===== src/rtl/rvskid_width17_if.sv =====
// Valid/ready channel bundle for the 17-bit skid buffer: producer side (in_*)
// and consumer side (out_*).
interface rvskid_width17_if #(
  parameter int WIDTH = 17
);
  logic             in_valid;
  logic             in_ready;
  logic [WIDTH-1:0] in_data;
  logic             out_valid;
  logic             out_ready;
  logic [WIDTH-1:0] out_data;

  // Handshake: a beat transfers on a rising edge where valid & ready are both 1.
  // The buffer's ready and valid depend only on its own registered state.
  // Once valid is raised, data is held until that beat transfers.
  modport master (
    output in_valid, in_data, out_ready,
    input  in_ready, out_valid, out_data
  );

  modport slave (
    input  in_valid, in_data, out_ready,
    output in_ready, out_valid, out_data
  );
endinterface


===== src/rtl/rvskid_width17.sv =====
// Two-entry elastic skid buffer (main + skid register) with registered
// handshakes and a saturating stall counter.
module rvskid_width17 #(
  parameter int WIDTH   = 17,
  parameter int STALL_W = 8
) (
  input  logic               clk,
  input  logic               rst,
  input  logic               flush,
  rvskid_width17_if.slave    bus,
  output logic [1:0]         count,
  output logic [STALL_W-1:0] stall_cnt
);

  typedef enum logic [1:0] {
    EMPTY = 2'd0,
    ONE   = 2'd1,
    FULL  = 2'd2
  } state_t;

  state_t           state;
  state_t           state_d;
  logic [WIDTH-1:0] main_q;
  logic [WIDTH-1:0] main_d;
  logic [WIDTH-1:0] skid_q;
  logic [WIDTH-1:0] skid_d;
  logic             push;
  logic             pop;
  logic             stall;

  assign bus.in_ready  = (state != FULL);
  assign bus.out_valid = (state != EMPTY);
  assign bus.out_data  = main_q;

  // The occupancy output is the FSM state itself, so it doubles as state debug.
  assign count = state;

  assign push  = bus.in_valid & bus.in_ready;
  assign pop   = bus.out_valid & bus.out_ready;
  assign stall = bus.out_valid & ~bus.out_ready;

  always_comb begin
    state_d = state;
    main_d  = main_q;
    skid_d  = skid_q;
    if (flush) begin
      state_d = EMPTY;
    end else begin
      unique case (state)
        EMPTY: begin
          if (push) begin
            state_d = ONE;
            main_d  = bus.in_data;
          end
        end
        ONE: begin
          if (push && pop) begin
            main_d = bus.in_data;
          end else if (push) begin
            state_d = FULL;
            skid_d  = bus.in_data;
          end else if (pop) begin
            state_d = EMPTY;
          end
        end
        FULL: begin
          // The skid entry is always the younger one, so it moves into main.
          if (pop) begin
            state_d = ONE;
            main_d  = skid_q;
          end
        end
        default: state_d = EMPTY;
      endcase
    end
  end

  always_ff @(posedge clk) begin
    if (rst) begin
      state     <= EMPTY;
      main_q    <= '0;
      skid_q    <= '0;
      stall_cnt <= '0;
    end else begin
      state  <= state_d;
      main_q <= main_d;
      skid_q <= skid_d;
      if (stall && (stall_cnt != {STALL_W{1'b1}})) begin
        stall_cnt <= stall_cnt + STALL_W'(1);
      end
    end
  end

endmodule


===== src/flat_wrapper.sv =====
// flat-port wrapper written by rule: the top's interface ports become plain ports
module rvskid_width17_flat 
#(
  parameter int WIDTH   = 17,
  parameter int STALL_W = 8
)
  (clk, rst, flush, count, stall_cnt, bus_in_valid, bus_in_data, bus_out_ready, bus_in_ready, bus_out_valid, bus_out_data);
  rvskid_width17_if #(.WIDTH(WIDTH)) bus_i ();
  input  logic clk;
  input  logic rst;
  input  logic flush;
  output logic [1:0] count;
  output logic [STALL_W-1:0] stall_cnt;
  input wire logic [$bits(bus_i.in_valid)-1:0] bus_in_valid;
  input wire logic [$bits(bus_i.in_data)-1:0] bus_in_data;
  input wire logic [$bits(bus_i.out_ready)-1:0] bus_out_ready;
  output wire logic [$bits(bus_i.in_ready)-1:0] bus_in_ready;
  output wire logic [$bits(bus_i.out_valid)-1:0] bus_out_valid;
  output wire logic [$bits(bus_i.out_data)-1:0] bus_out_data;
  assign bus_i.in_valid = bus_in_valid;
  assign bus_i.in_data = bus_in_data;
  assign bus_i.out_ready = bus_out_ready;
  assign bus_in_ready = bus_i.in_ready;
  assign bus_out_valid = bus_i.out_valid;
  assign bus_out_data = bus_i.out_data;
  rvskid_width17 #(.WIDTH(WIDTH), .STALL_W(STALL_W)) u_core (.clk(clk), .rst(rst), .flush(flush), .bus(bus_i), .count(count), .stall_cnt(stall_cnt));
endmodule

===== config.mk =====
export PLATFORM = sky130hd
export DESIGN_NAME = rvskid_width17_flat
export DESIGN_NICKNAME = d
export VERILOG_FILES = /design/src/rtl/rvskid_width17_if.sv /design/src/rtl/rvskid_width17.sv /design/src/flat_wrapper.sv
export SDC_FILE = /design/constraint.sdc
export NUM_CORES = 1
export LEC_CHECK = 0
export ABC_AREA = 1
export CORE_MARGIN = 1.5
export CORE_UTILIZATION = 38
export CTS_CLUSTER_DIAMETER = 60
export DETAILED_ROUTE_END_ITERATION = 6
export PLACE_DENSITY = 0.72
export SYNTH_ARGS = -nofsm -noshare
export SYNTH_HDL_FRONTEND = slang
export SYNTH_SLANG_ARGS = --single-unit

===== constraint.sdc =====
create_clock -name clk -period 3.4 [get_ports clk]
set_input_delay 0.68 -clock clk [delete_from_list [all_inputs] [get_ports clk]]
set_output_delay 0.68 -clock clk [all_outputs]
set_load 0.05 [all_outputs]

==> results.py <==
metrics = {
    "floorplanning": {
        "core-area_um2": 5610,
        "die_area_um2": 6400,
        "die_h_um": 80.0,
        "die_w_um": 80.0,
        "ios": 51,
        "start_util_pct": 40.2,
        "rows": 27,
    },
    "power": {
        "p_comb_share_pct": 21.2,
        "ir_drop_mv": 0.159,
        "power_leakage_nw": 1.22,
        "swShare_pct": 30.2,
        "powerDensity_nw_per_um2": 394,
        "internal_power_w": 0.000785,
        "p_seq_share_pct": 49.0,
        "power.switching_w": 0.000339,
        "clkPwrFrac_pct": 29.8,
    },
    "timing": {
        "fmax_ghz": 0.393,
        "drv_slew": 0,
        "min_period_over_period_pct": 74.8,
        "fin_tns_setup_ns": 0,
        "finalCriticalPeriod_ns": 2.54,
        "rsz0062_at_grt": "false",
        "fin_skew_ns": 0.00367,
        "worst_pin_slew_ns": 0.651,
        "setup_viol": 0,
        "finalHoldViolations": 0,
        "timing.slew.headroom_pct": 56.6,
    },
    "drt": {
        "post_drt_wl_per_cell_um": 11.5,
        "via_per_inst": 4.78,
        "via_count": 2173,
        "route.detailed.drc": 0,
        "wl_um": 5220,
        "dr.pass1.iters": 4,
        "drtAntennaViolNets": 0,
        "first_iter_violations": 95,
    },
    "worst_setup_path": {
        "cp-end-kind": "output port",
        "rr_startpoint": "u_core.count[1]$_SDFFE_PP0P_",
        "crit_slowest_cell": "clkdlybuf4s50_1",
        "r2r-end": "u_core.skid_q[1]$_SDFFE_PP0P_",
        "crit_fanout": 6,
        "required_ns": 2.72,
        "worst_ep_arrival_time_ns": 1.86,
        "r2r_cells": 7,
        "crit_chain": "inv_4 -> nand2_2 -> clkdlybuf4s50_1",
        "path_buf_inv": 2,
        "max_stage_delay_ns": 0.81,
        "crit_path_start_kind": "register",
        "reg2reg_slack_ns": 1.58,
        "critical_path.top_delay_family": "buffers and inverters",
        "criticalPathCategory": "register to output port",
    },
    "synthesis": {
        "syn_area_um2": 2250,
        "netlist_instances": 335,
        "synth-seq-cells": 44,
        "yosysWarningCount": 0,
        "syn_nets": 358,
        "seq_area_frac_synth_pct": 39.1,
        "synth_largest_area_cell": "dfxtp_1",
        "avgSynthCellArea_um2": 6.73,
        "ys_types": 27,
        "synth_area_leaders": "dfxtp_1, nand2_1, nand3_1, nor2_1, inv_1",
        "synth_top_area_share_pct": 39.1,
    },
    "min_path": {
        "hp-start": "u_core.skid_q[9]$_SDFFE_PP0P_",
        "holdPathEnd": "u_core.skid_q[9]$_SDFFE_PP0P_",
        "hp-class": "register to register",
        "hold_depth": 2,
    },
    "finish": {
        "final_nets": 405,
        "diodes": 0,
        "layout-drive-gt1-share_pct": 8.62,
        "mostFrequentLayoutCells": "nand2_1, clkdlybuf4s50_1, dfxtp_1",
        "final_common_cell": "nand2_1",
        "fillerInstances": 585,
        "area_growth_pct": 26.5,
        "final_util_pct": 50.8,
    },
    "placed_design": {
        "io_buffers": 50,
        "place_hpwl_um": 3730,
        "globalplace.congestion": 0.849,
    },
    "clock_network": {
        "cts_sinks": 44,
        "cts_tree": "built",
        "cts_root_buffer": "clkbuf_8",
        "h-tree-depth": 2,
        "postCtsSetupRepairBufs": 0,
        "ctsHoldBuffers": 0,
        "clk_pin_slew_ns": 0.08,
        "ctsResizeCount": 0,
        "cts_max_path_buffers": 2,
        "cts_buffers": 5,
        "clk_latency_ns": 0.30,
    },
    "global_route": {
        "grt_pass1_vias": 1857,
        "overflow": 0,
        "antenna_found_initial": 0,
        "grt_max_degree": 23,
        "grt_use_total_pct": 17.1,
        "grt_pass1_wl_um": 8520,
    },
    "run_status": {
        "outcome": "complete, no violations",
    },
    "flow_run": {
        "maxCapViolations": 0,
    },
}
[how the worst max path moves through the flow]
stage,startpoint,to,slack [ns],depth (start not counted)
floorplan,u_core.count[0]$_SDFFE_PP0P_,bus_in_ready,1.39,3
global placement,bus_in_valid,u_core.bus.out_data[5]$_SDFFE_PP0P_,1.05,8
detailed placement,bus_in_valid,u_core.bus.out_data[8]$_SDFFE_PP0P_,1.0,8
CTS,u_core.count[0]$_SDFFE_PP0P_,bus_in_ready,0.85,3
global route,u_core.count[0]$_SDFFE_PP0P_,bus_in_ready,0.81,3
finish,u_core.count[0]$_SDFFE_PP0P_,bus_in_ready,0.86,3
[power groups by stage]
stage / registers (W) / logic, W / clock network [W]
detailed placement: 0.000564 / 0.000238 / 0
finish: 0.000551 / 0.000238 / 0.000335
CTS: 0.000552 / 0.000239 / 0.000348
global route: 0.000554 / 0.000257 / 0.000370
floorplan: 0.000626 / 0.0000936 / 0
global placement: 0.000563 / 0.000237 / 0
[kinds of logic (layout without fill, tap and decap cells)]
logic type	count (synthesis)	in the layout	synth area share, %
fa+ha+maj	1	1	0.555
xor+xnor	3	3	1.17
simple gates	213	213	42.5
flops	44	44	39.1
buf+inv	45	93	10.1
compound gates	29	29	6.60
[area by class of cell]
type / count / area, µm² / area share, %
clock buffers: 6 / 82.6 / 2.90
repair buffers: 52 / 515 / 18.1
inverters: 33 / 126 / 4.43
well taps: 72 / 90.1 / 3.16
multi-input cells: 246 / 1150 / 40.2
flip-flops and latches: 44 / 881 / 30.9
clock inverters: 2 / 10.0 / 0.351
[Yosys cell counts]
| library cell | count |
|---|---|
| nand2_2 | 3 |
| xnor2_1 | 1 |
| nand4_1 | 1 |
| a31oi_1 | 1 |
| o21ai_0 | 5 |
| clkbuf_1 | 3 |
| a21oi_1 | 22 |
| nor2_1 | 41 |
| buf_6 | 3 |
| a211oi_1 | 1 |
| buf_1 | 1 |
| buf_4 | 3 |
| nor2_8 | 1 |
| inv_4 | 1 |
| nand2_4 | 3 |
| xor2_1 | 2 |
| ha_1 | 1 |
| buf_8 | 2 |
| nor2_2 | 9 |
| dfxtp_1 | 44 |
| inv_1 | 31 |
| nand3_1 | 41 |
| nor2_4 | 3 |
| nand2_1 | 108 |
| inv_2 | 1 |
| nand3_2 | 2 |
| nor3_1 | 1 |
[flip-flops by register name, indices dropped and copies added (netlist names)]
register             flops
u_core.stall_cnt         8
u_core.count             2
u_core.skid_q           17
u_core.bus.out_data     17
[worst register-to-register path, stage by stage, from the launching register on]
cell,delay (ns)
dfxtp_1,0.52
inv_2,0.13
nor2_4,0.41
nor2_4,0.08
nand2_4,0.21
nand2_4,0.19
nand2_1,0.11
a21oi_1,0.06
[routing by layer]
metal  up-vias  GRT usage [%]  part of all wire (%)
li1       1140              -                     -
met1       965           21.3                    47
met2        59           28.6                    47
met3         9           3.77                   4.2
met4         0           6.21                   1.7
met5         -              0                     0
[metrics by stage]
step                      setup slack [ns]  area [µm²]  hold WS [ns]  instances  total power [W]
after floorplan                       1.39        2250         0.434        335         0.000719
after global placement                1.05        2760         0.448        447         0.000799
after detailed placement             0.995        2760         0.452        447         0.000802
after CTS                            0.851        2850         0.465        455          0.00114
after global routing                 0.806        2850         0.478        455          0.00118
final                                0.858        2850         0.464        455          0.00112
(Power assumes the default switching activity.)
